[config.mk]
export PLATFORM = sky130hd
export DESIGN_NAME = seg7_scan_ctrl
export DESIGN_NICKNAME = d
export VERILOG_FILES = /design/src/rtl/seg7_pkg.sv /design/src/rtl/bin2bcd_seq.sv /design/src/rtl/seg7_scan_ctrl.sv
export SDC_FILE = /design/constraint.sdc
export NUM_CORES = 1
export LEC_CHECK = 0
export CORE_AREA = 2 2 75 113
export CTS_CLUSTER_DIAMETER = 120
export DETAILED_ROUTE_END_ITERATION = 8
export DIE_AREA = 0 0 77 115
export DONT_BUFFER_PORTS = 1
export PLACE_DENSITY_LB_ADDON = 0.08
export REMOVE_ABC_BUFFERS = 1
export SETUP_SLACK_MARGIN = 0.05
export SKIP_LAST_GASP = 1
export SLEW_MARGIN = 20
export SYNTH_ARGS = -nofsm -noshare
export SYNTH_HDL_FRONTEND = slang
export SYNTH_HIERARCHICAL = 1
export SYNTH_SLANG_ARGS = --single-unit
[constraint.sdc]
create_clock -name clk -period 6.1 [get_ports clk]
set_input_delay 0.61 -clock clk [delete_from_list [all_inputs] [get_ports clk]]
set_output_delay 0.61 -clock clk [all_outputs]
set_load 0.02 [all_outputs]
[src/rtl/seg7_pkg.sv]
// Shared types, constants and the digit-to-segment decode for the
// four-digit multiplexed 7-segment display path.
package seg7_pkg;

    typedef enum logic [1:0] {
        IDLE,
        SHIFT,
        COMMIT
    } state_e;

    localparam int NDIG = 4;

    localparam logic [6:0] SEG_BLANK = 7'b1111111;

    // Active-low segments, MSB is segment a and LSB is segment g.
    function automatic logic [6:0] seg_decode(input logic [3:0] digit);
        logic [6:0] segs;
        case (digit)
            4'd0:    segs = 7'b0000001;
            4'd1:    segs = 7'b1001111;
            4'd2:    segs = 7'b0010010;
            4'd3:    segs = 7'b0000110;
            4'd4:    segs = 7'b1001100;
            4'd5:    segs = 7'b0100100;
            4'd6:    segs = 7'b0100000;
            4'd7:    segs = 7'b0001111;
            4'd8:    segs = 7'b0000000;
            4'd9:    segs = 7'b0000100;
            default: segs = SEG_BLANK;
        endcase
        return segs;
    endfunction

endpackage

[src/rtl/bin2bcd_seq.sv]
// Iterative double-dabble converter: one input bit per cycle, with a
// small IDLE/SHIFT/COMMIT sequencer wrapped around the datapath.
module bin2bcd_seq
    import seg7_pkg::*;
#(
    parameter int N = 10
) (
    input  logic         clk,
    input  logic         rst_n,
    input  logic         start_i,
    input  logic [N-1:0] bin_i,
    output logic         ready_o,
    output logic         busy_o,
    output logic         done_o,
    output logic         last_o,
    output logic [15:0]  bcdNext_o
);

    localparam int CW = (N > 1) ? $clog2(N) : 1;
    localparam logic [CW-1:0] CNT_LAST = CW'(N - 1);

    state_e         state_q, state_d;
    logic [N-1:0]   bin_q, bin_d;
    logic [15:0]    acc_q, acc_d;
    logic [CW-1:0]  cnt_q, cnt_d;
    logic [15:0]    adjAcc;
    logic [15:0]    shiftAcc;

    always_ff @(posedge clk) begin
        if (!rst_n) begin
            state_q <= IDLE;
            bin_q   <= '0;
            acc_q   <= '0;
            cnt_q   <= '0;
        end else begin
            state_q <= state_d;
            bin_q   <= bin_d;
            acc_q   <= acc_d;
            cnt_q   <= cnt_d;
        end
    end

    // Add-3 correction on every nibble, then shift the next binary bit in.
    always_comb begin
        adjAcc = acc_q;
        for (int i = 0; i < NDIG; i++) begin
            if (acc_q[4*i +: 4] >= 4'd5) begin
                adjAcc[4*i +: 4] = acc_q[4*i +: 4] + 4'd3;
            end
        end
        shiftAcc = {adjAcc[14:0], bin_q[N-1]};
    end

    assign bcdNext_o = shiftAcc;

    always_comb begin
        state_d = state_q;
        bin_d   = bin_q;
        acc_d   = acc_q;
        cnt_d   = cnt_q;
        ready_o = 1'b0;
        busy_o  = 1'b0;
        done_o  = 1'b0;
        last_o  = 1'b0;
        case (state_q)
            IDLE: begin
                ready_o = 1'b1;
                if (start_i) begin
                    state_d = SHIFT;
                    bin_d   = bin_i;
                    acc_d   = '0;
                    cnt_d   = CNT_LAST;
                end
            end
            SHIFT: begin
                busy_o = 1'b1;
                acc_d  = shiftAcc;
                bin_d  = bin_q << 1;
                cnt_d  = cnt_q - 1'b1;
                if (cnt_q == '0) begin
                    last_o  = 1'b1;
                    cnt_d   = cnt_q;
                    state_d = COMMIT;
                end
            end
            COMMIT: begin
                busy_o  = 1'b1;
                done_o  = 1'b1;
                state_d = IDLE;
            end
            default: begin
                state_d = IDLE;
            end
        endcase
    end

endmodule

[src/rtl/seg7_scan_ctrl.sv]
// Four-digit 7-segment controller: binary value in, BCD conversion, atomic
// digit commit and time-multiplexed scanning with leading-zero blanking.
module seg7_scan_ctrl
    import seg7_pkg::*;
#(
    parameter int N        = 10,
    parameter int SCAN_DIV = 50000,
    parameter int BLANK_LZ = 1
) (
    input  logic         clk,
    input  logic         rst_n,
    input  logic         in_valid,
    output logic         in_ready,
    input  logic [N-1:0] in_data,
    output logic         busy,
    output logic         done,
    output logic [15:0]  bcd_out,
    output logic [0:6]   seg,
    output logic [3:0]   dig_en_n
);

    localparam int PW = (SCAN_DIV > 1) ? $clog2(SCAN_DIV) : 1;
    localparam logic [PW-1:0] PRESC_LAST = PW'(SCAN_DIV - 1);

    logic           convLast;
    logic [15:0]    convBcd;

    logic [15:0]    digits_q, digits_d;
    logic [PW-1:0]  presc_q, presc_d;
    logic [1:0]     idx_q, idx_d;
    logic [6:0]     seg_q, seg_d;
    logic [3:0]     digEn_q, digEn_d;
    logic           tick;
    logic [3:0]     blank;
    logic [3:0]     curDigit;

    bin2bcd_seq #(
        .N(N)
    ) u_conv (
        .clk      (clk),
        .rst_n    (rst_n),
        .start_i  (in_valid),
        .bin_i    (in_data),
        .ready_o  (in_ready),
        .busy_o   (busy),
        .done_o   (done),
        .last_o   (convLast),
        .bcdNext_o(convBcd)
    );

    always_ff @(posedge clk) begin
        if (!rst_n) begin
            digits_q <= '0;
            presc_q  <= '0;
            idx_q    <= '0;
            seg_q    <= SEG_BLANK;
            digEn_q  <= 4'b1111;
        end else begin
            digits_q <= digits_d;
            presc_q  <= presc_d;
            idx_q    <= idx_d;
            seg_q    <= seg_d;
            digEn_q  <= digEn_d;
        end
    end

    // Digits land on the same edge the converter finishes, so they are stable
    // for the whole COMMIT cycle and the segment update at its end.
    always_comb begin
        digits_d = convLast ? convBcd : digits_q;
        tick     = (presc_q == PRESC_LAST);
        presc_d  = tick ? '0 : presc_q + 1'b1;
        idx_d    = tick ? idx_q + 2'd1 : idx_q;
    end

    // Segments are registered from the next index so enables and pattern move together.
    always_comb begin
        blank[3] = (BLANK_LZ != 0) && (digits_q[15:12] == 4'd0);
        blank[2] = blank[3] && (digits_q[11:8] == 4'd0);
        blank[1] = blank[2] && (digits_q[7:4] == 4'd0);
        blank[0] = 1'b0;
        curDigit = digits_q[{idx_d, 2'b00} +: 4];
        seg_d    = blank[idx_d] ? SEG_BLANK : seg_decode(curDigit);
        digEn_d  = ~(4'b0001 << idx_d);
    end

    assign bcd_out  = digits_q;
    assign seg      = seg_q;
    assign dig_en_n = digEn_q;

endmodule

* Word-level counts from Yosys, hierarchy flattened
Memory sizes are Yosys's and may differ from the RTL's. A register that Yosys moved wholly into a read port is not among the register bits. Index checks and enable logic that the tools add are counted.
Word-level totals: memories kept 1, output and inout bits 30, logic and storage cells 67, memory bits (read-only) 112, register bits after elaboration 70
Cells by class: add/subtract/negate cells 7, reduce and logical (&&, ||, !) cells 14, shift-type cells 2, bitwise operators 2, eq/ne operators 6, $lt $le $gt $ge 5, mux-type cells 22
Memories:
- (no name shown) | words 16, width 7, read ports 1, clocked after memory_dff 1, write ports 0, line seg7_pkg.sv:18 | case (digit)
Operator list (number):
- $pmux 16 s2 | 1
- $mux 4 | 5
- $pmux 10 s2 | 1
- $add 16x1->16 const B | 1
- $eq 16x16->1 const B | 1
- $ge 4x3->1 const B | 4
- $logic_not 4->1 | 4
- $mux 16 | 1
- $shiftx 16x5->4 | 1
- $add 4x2->4 const B | 3
- $mux 10 | 1
- $pmux 4 s2 | 1
- $mux 1 | 6
- $mux 2 | 3
- $reduce_or 2->1 | 3
- $ne 2x2->1 const B | 2
- $not 4->4 | 1
- $pmux 2 s2 | 1
- $reduce_and 2->1 | 2
- $shl 1x2->4 const A | 1
- $sub 4x1->4 const B | 1
- $add 3x2->3 const B | 1
- $lt 2x3->1 const B | 1
- $mux 3 | 1
- 10 further kinds | 11

* Logic depth before layout (Yosys ltp)
Gate-level depths: netlist of run 1.
depth after elaboration 6, depth in mapped cells 11

* Cells and area by module
The synthesis of run 1 kept the hierarchy.
Modules (own cells, without submodules):
- seg7_scan_ctrl | cells each 216, sequential area each 900.9 µm², area each 2089.5 µm², instances 1
- bin2bcd_seq | cells each 188, sequential area each 640.6 µm², area each 1737.9 µm², instances 1

* Least setup slack after synthesis of run 1
Ideal clock, no wire load.
path type reg-to-reg, start reg presc_q[0], end reg seg_q[6] (netlist: seg[0]), data arrival time 2548 ps, cell stages (with the launch flop) 11, clock period less this slack 2676 ps, required time 5972 ps, path slack 3424 ps, cell sequence dfxtp_1 > ha_1 > and3_2 > and4_1 > buf_6 > mux2i_2 > a222oi_1 > inv_1 > ha_1 > nor3_1 > o31ai_1
On the way: word-level cells in the longest chain between the ends 5, elaborated cells on any way between the ends 6
Ends and longest elaborated chain:
- start, declared | line seg7_scan_ctrl.sv:29 | logic [PW-1:0] presc_q, presc_d;
- start signal, assigned | line seg7_scan_ctrl.sv:60 | presc_q <= presc_d;
- $eq 16x16->1 * | line seg7_scan_ctrl.sv:71 | tick = (presc_q == PRESC_LAST);
- $mux 2 * | line seg7_scan_ctrl.sv:73 | idx_d = tick ? idx_q + 2'd1 : idx_q;
- parallel branches: the longest is 3 deep, another holds $shiftx 16x5->4
- end, declared | line seg7_scan_ctrl.sv:31 | logic [6:0] seg_q, seg_d;
Every way passes the cells marked *. The select of a mux whose other input is x is not followed. A chain may end at the register's enable or synchronous reset.

* Worst setup path in the final report of run 1
start reg presc_q[0], end reg seg_q[3] (netlist: seg[3])
Same word-level chain as after synthesis.

==> results of run 1 <==
## cells by family after synthesis
| group | count (synthesis) | share of synthesized area |
|---|---|---|
| AO/OA/AOI/OAI | 71 | 0.132 |
| XOR/XNOR | 20 | 0.0458 |
| adder cells (fa/ha/maj) | 19 | 0.0621 |
| buffers and inverters | 47 | 0.0624 |
| flip-flops | 77 | 0.403 |
| multiplexers | 37 | 0.0977 |
| AND/OR/NAND/NOR | 133 | 0.197 |
## cells in the mapped netlist (all sizes together)
library cell	count
a211oi	10
a21bo	1
a21oi	10
a222oi	4
a22o	11
a22oi	6
a32oi	2
and2	5
and3	6
and4	2
and4bb	3
buf	13
clkbuf	6
dfxtp	77
ha	19
inv	28
mux2i	37
nand2	20
nand2b	14
nand3	4
nand4	3
nor2	36
nor2b	19
nor3	3
nor3b	7
nor4	3
nor4b	1
o21a	1
o21ai	17
o21ba	1
o311a	1
o31a	2
o31ai	4
o41ai	1
or2	2
or2b	2
or3	2
or4	1
xnor2	13
xor2	7
## cell type report
| cell class | count | share of cell area |
|---|---|---|
| sequential | 77 | 0.367 |
| multi-input combinational | 280 | 0.488 |
| clock inverter | 3 | 0.0215 |
| timing repair buffer | 2 | 0.00239 |
| inverter | 28 | 0.0251 |
| clock buffer | 13 | 0.0644 |
| tap | 105 | 0.0313 |
## worst paths after layout
path               from  slack (ns)     endpoint  cells after the start
max          presc_q[0]        3.14       seg[3]                      9
max reg2reg  presc_q[0]        3.14       seg[3]                      9
min               rst_n        0.37  dig_en_n[2]                      1
min reg2reg  presc_q[0]        0.44   presc_q[0]                      1
## metal layers
metal | track usage | vias to the layer above
met3 | 0.0479 | 8
met2 | 0.312 | 64
met4 | 0.0786 | 0
met1 | 0.232 | 1276
met5 | 0 | -
li1 | - | 1394
## registers in the layout (all words and copies together) (netlist names)
name / flops
u_conv/state_q: 2
dig_en_n: 4
seg: 7
idx_q: 2
u_conv/bin_q: 10
u_conv/acc_q: 16
u_conv/cnt_q: 4
bcd_out: 16
presc_q: 16
## power groups by stage
stage / Clock (mW) / Sequential (mW) / Combinational, mW
2_1_floorplan: 0 / 0.571 / 0.176
3_3_place_gp: 0 / 0.576 / 0.210
3_5_place_dp: 0 / 0.577 / 0.214
4_1_cts: 0.647 / 0.567 / 0.214
5_1_grt: 0.676 / 0.572 / 0.237
6_report: 0.633 / 0.566 / 0.212
## through the flow
stage                     hold WS, ns  setup WS, ns  cell area [µm²]
after floorplan                 0.413          3.46             3690
after global placement          0.424          3.18             3820
after detailed placement        0.440          3.10             3830
after CTS                       0.359          3.10             4190
after global routing            0.348          2.90             4200
final                           0.370          3.14             4200
==> out/results.ini, run 1 <==
[power]
ir_worst_vdd_v=0.000257
p_sw_mw=0.355
power_density_nw_per_um2=336
pwr-share-clk=0.449
total_power_mw=1.41
pwr-share-comb=0.150
p_seq_frac=0.401
switching_share=0.251
leakagePower_nw=1.57
power.internal_mw=1.06

[placed_design]
portBuffers=0
placed_cells=491
dp_hpwl_um=5350
place.gp.congestion=0.780

[synthesis]
postSynthCellCount=404
synth_top_cell_area_share=0.403
synth_seq_cells=77
syn_avg_cell_area_um2=9.47
syn_area_um2=3830
synth-seq-area-share=0.403
synth_top_cell_by_area=dfxtp_1
synth_cell_type_count=53
yosys_warnings=6
synth_area_leaders=dfxtp_1 40%, mux2i_1 9.4%, ha_1 6.2%

[routing]
drtIter0Drc=181
first_pass_iters=5
finalWirelength_um=7660
wl_met1_um=3460
ant_nets=0
top_layer=met4
wl_met2_um=3730
drc=0
vias=2742
via_per_inst=5.40
wl_per_cell_um=15.1
met3_length_um=353

[worst_setup_path]
worstSetupPathType=register to register
path_buf_inv=1
critPathMaxStageDelay_ns=0.68
worst_setup_path_end_kind=register
worstPathMaxFanout=6
start_kind=register
cpMostUsedCell=ha_1
path_cells=ha_1, and3_2, and4_1, xor2_1, a222oi_1, inv_1, ha_1, nor3b_1, o31ai_1
cp.required_ns=6.31
critPathSlowestCell=a222oi_1
crit_arrival_ns=3.16
path_delay_family=simple AND/OR/NAND/NOR gates

[grt]
grt-ovfl-total=0
grt_max_degree=29
grt_pass1_vias=2603
grt_pass1_wl_um=13000
track_usage=0.188
antenna_found_initial=0

[die]
die_w_um=77
core_um2=7910
start_util=0.484
row_count=40
die_h_um=115
ioPinCount=43
floorplan.die_area_um2=8860

[clocking]
post_cts_buffers=0
clkTransAtPathRegs_ns=0.05
h-tree-depth=3
ctsHoldBuffers=0
cts_buffers=9
cts_tree=done
clkSinkCount=77
postCtsResizedCells=0
clock_path_buffers=2
clock_latency_ns=0.33
root_buffer=clkbuf_16

[cells_and_area]
final_core_util=0.531
multi_input_area_um2=2050
drive_gt1_frac=0.0844
fin_nets=430
final_cell_mix=77 x dfxtp_1, 36 x mux2i_1, 35 x nor2_1
n_antenna_cell=0
fin_cells=508
fillers=768
final_common_cell=dfxtp_1
area_growth_pct=9.61
seq_area_um2=1540

[timing]
fmax_ghz=0.338
drv_slew=0
finClkSkew_ns=0.00824
fin_tns_setup_ns=0
period_share=0.485
rsz0062_at_grt=no
worst_pin_slew_ns=0.987
slew_headroom=0.323
hold_viol=0
period_needed_ns=2.96
setup_violations=0

[flow_run]
timing.max_cap.violations=0

[min_path]
min_path_type=input pin to register

[run_status]
status=finished, final reports clean

No activity file was read; power rests on OpenSTA's default activity.
==> run 2, diff against run 1 <==
==> constraint.sdc (replaced) <==
create_clock -name clk -period 2.9 [get_ports clk]
set_input_delay 0.29 -clock clk [delete_from_list [all_inputs] [get_ports clk]]
set_output_delay 0.29 -clock clk [all_outputs]
set_load 0.02 [all_outputs]
==> run 2 against run 1 <==
  * Maximum frequency rose by 14%
  * Clock power rose by 100%
  * Flip-flop and latch count did not move
  * Register-to-register slack got worse by 2.8 ns
  * Critical path depth did not move
  * Largest cell class unchanged
  * Highest routed layer unchanged
  * Cell count rose by 1.4%
  * Clock skew fell by 0.0032 ns
  * Sequential share of layout area fell by 0.41 points
  * Combinational power rose by 120%
  * Sequential power rose by 110%
  * Non-clock buffer count rose by 7
  * Worst hold slack got worse by 0.34 ns
==> out/results.ini, run 2 (synthesis gave the netlist of run 1 again) <==
[routing]
vias=2726
wl_per_cell_um=14.9
drtIter0Drc=105
via_per_inst=5.29
finalWirelength_um=7660
first_pass_iters=4
ant_nets=0
drc=0

[cells_and_area]
n_antenna_cell=0
area_growth_pct=10.9
drive_gt1_frac=0.105
multi_input_area_um2=2050
fillers=762
seq_area_um2=1540
final_cell_mix=77 x dfxtp_1, 36 x mux2i_1, 35 x nor2_1
design_area_um2=4240
fin_nets=437
final_common_cell=dfxtp_1

[worst_setup_path]
crit_arrival_ns=2.80
start_kind=register
worst_setup_path_end_kind=register
worstSetupPathType=register to register
cp.required_ns=3.11
worstPathMaxFanout=6

[clocking]
h-tree-depth=3
cts_tree=done
postCtsResizedCells=0
clkSinkCount=77
clock_path_buffers=2
root_buffer=clkbuf_16
cts_buffers=9
clkTransAtPathRegs_ns=0.06
clock_latency_ns=0.34
post_cts_buffers=0
ctsHoldBuffers=0

[min_path]
min_path_type=input pin to register

[grt]
grt-ovfl-total=0
antenna_found_initial=0
grt_pass1_wl_um=13100
grt_pass1_vias=2697
track_usage=0.188
grt_max_degree=29

[die]
row_count=40
core_um2=7910
start_util=0.484
die_w_um=77
die_h_um=115
floorplan.die_area_um2=8860
ioPinCount=43

[placed_design]
pre_cts_slack_ns=0.260
place.gp.congestion=0.757
dp_hpwl_um=5430
portBuffers=0
placed_area_um2=3890

[timing]
fmax_ghz=0.386
worst_pin_slew_ns=0.581
finClkSkew_ns=0.00499
period_share=0.892
drv_slew=0
period_needed_ns=2.59
setup_violations=0
hold_viol=0
setup_slack_ns=0.312
rsz0062_at_grt=no
slew_headroom=0.612
fin_tns_setup_ns=0

[power]
pwr-share-clk=0.438
p_seq_frac=0.404
power.internal_mw=2.19
switching_share=0.256
ir_worst_vdd_v=0.000536
total_power_mw=2.95
leakagePower_nw=1.60
p_sw_mw=0.756
pwr-share-comb=0.158
power_density_nw_per_um2=695

[run_status]
status=finished, final reports clean

[flow_run]
timing.max_cap.violations=0

-- run 2: final timing paths --
kind | start | to | slack (ns) | cells past startpoint
worst max-delay path | presc_q[0] | seg[3] | 0.31 | 9
worst min-delay path | rst_n | dig_en_n[0] | 0.03 | 1
worst max register to register | presc_q[0] | seg[3] | 0.31 | 9
worst min register to register | presc_q[0] | presc_q[0] | 0.44 | 1
-- run 2: routing by layer --
metal / vias up / track usage / part of all wire
met4: 0 / 0.0976 / 0.024
met3: 14 / 0.0424 / 0.040
met2: 43 / 0.318 / 0.49
li1: 1407 / - / -
met5: - / 0 / 0
met1: 1262 / 0.223 / 0.45
-- run 2: power by group through the flow --
| stage | clock [mW] | combinational [mW] | sequential (mW) |
|---|---|---|---|
| after floorplan | 0 | 0.370 | 1.20 |
| after global placement | 0 | 0.469 | 1.21 |
| after detailed placement | 0 | 0.472 | 1.21 |
| after CTS | 1.33 | 0.475 | 1.19 |
| after global routing | 1.36 | 0.524 | 1.20 |
| final | 1.29 | 0.466 | 1.19 |
-- run 2: worst max-delay path: stages (launching register included) --
cell and delay, ns:
dfxtp_1 0.32, ha_1 0.22, and3_2 0.25, and4_2 0.28, xor2_1 0.21, a222oi_1 0.41, inv_1 0.14, ha_1 0.33
nor3b_1 0.21, o31ai_1 0.09
-- run 2: final cells by class --
cell class                 instances  area share
multi-input combinational        280       0.483
sequential                        77       0.363
clock buffer                      10      0.0563
tap                              105      0.0310
clock inverter                     6      0.0260
inverter                          28      0.0248
timing repair buffer               9      0.0159
-- run 2: metrics by stage --
stage	cells	hold WS, ns	utilization
3_3_place_gp	499	0.379	0.492
5_1_grt	515	0.0265	0.537
2_1_floorplan	385	0.352	-
4_1_cts	515	0.0247	0.536
3_5_place_dp	499	0.377	0.492
6_report	515	0.0343	0.537
==> run 3, diff against run 2 <==
--- a/config.mk
+++ b/config.mk
@@ -14,7 +14,6 @@
 export REMOVE_ABC_BUFFERS = 1
 export SETUP_SLACK_MARGIN = 0.05
 export SKIP_LAST_GASP = 1
-export SLEW_MARGIN = 20
 export SYNTH_ARGS = -nofsm -noshare
 export SYNTH_HDL_FRONTEND = slang
 export SYNTH_HIERARCHICAL = 1
==> results of run 3 <==
Final layout, timing and power as in run 2 (identical DEF).
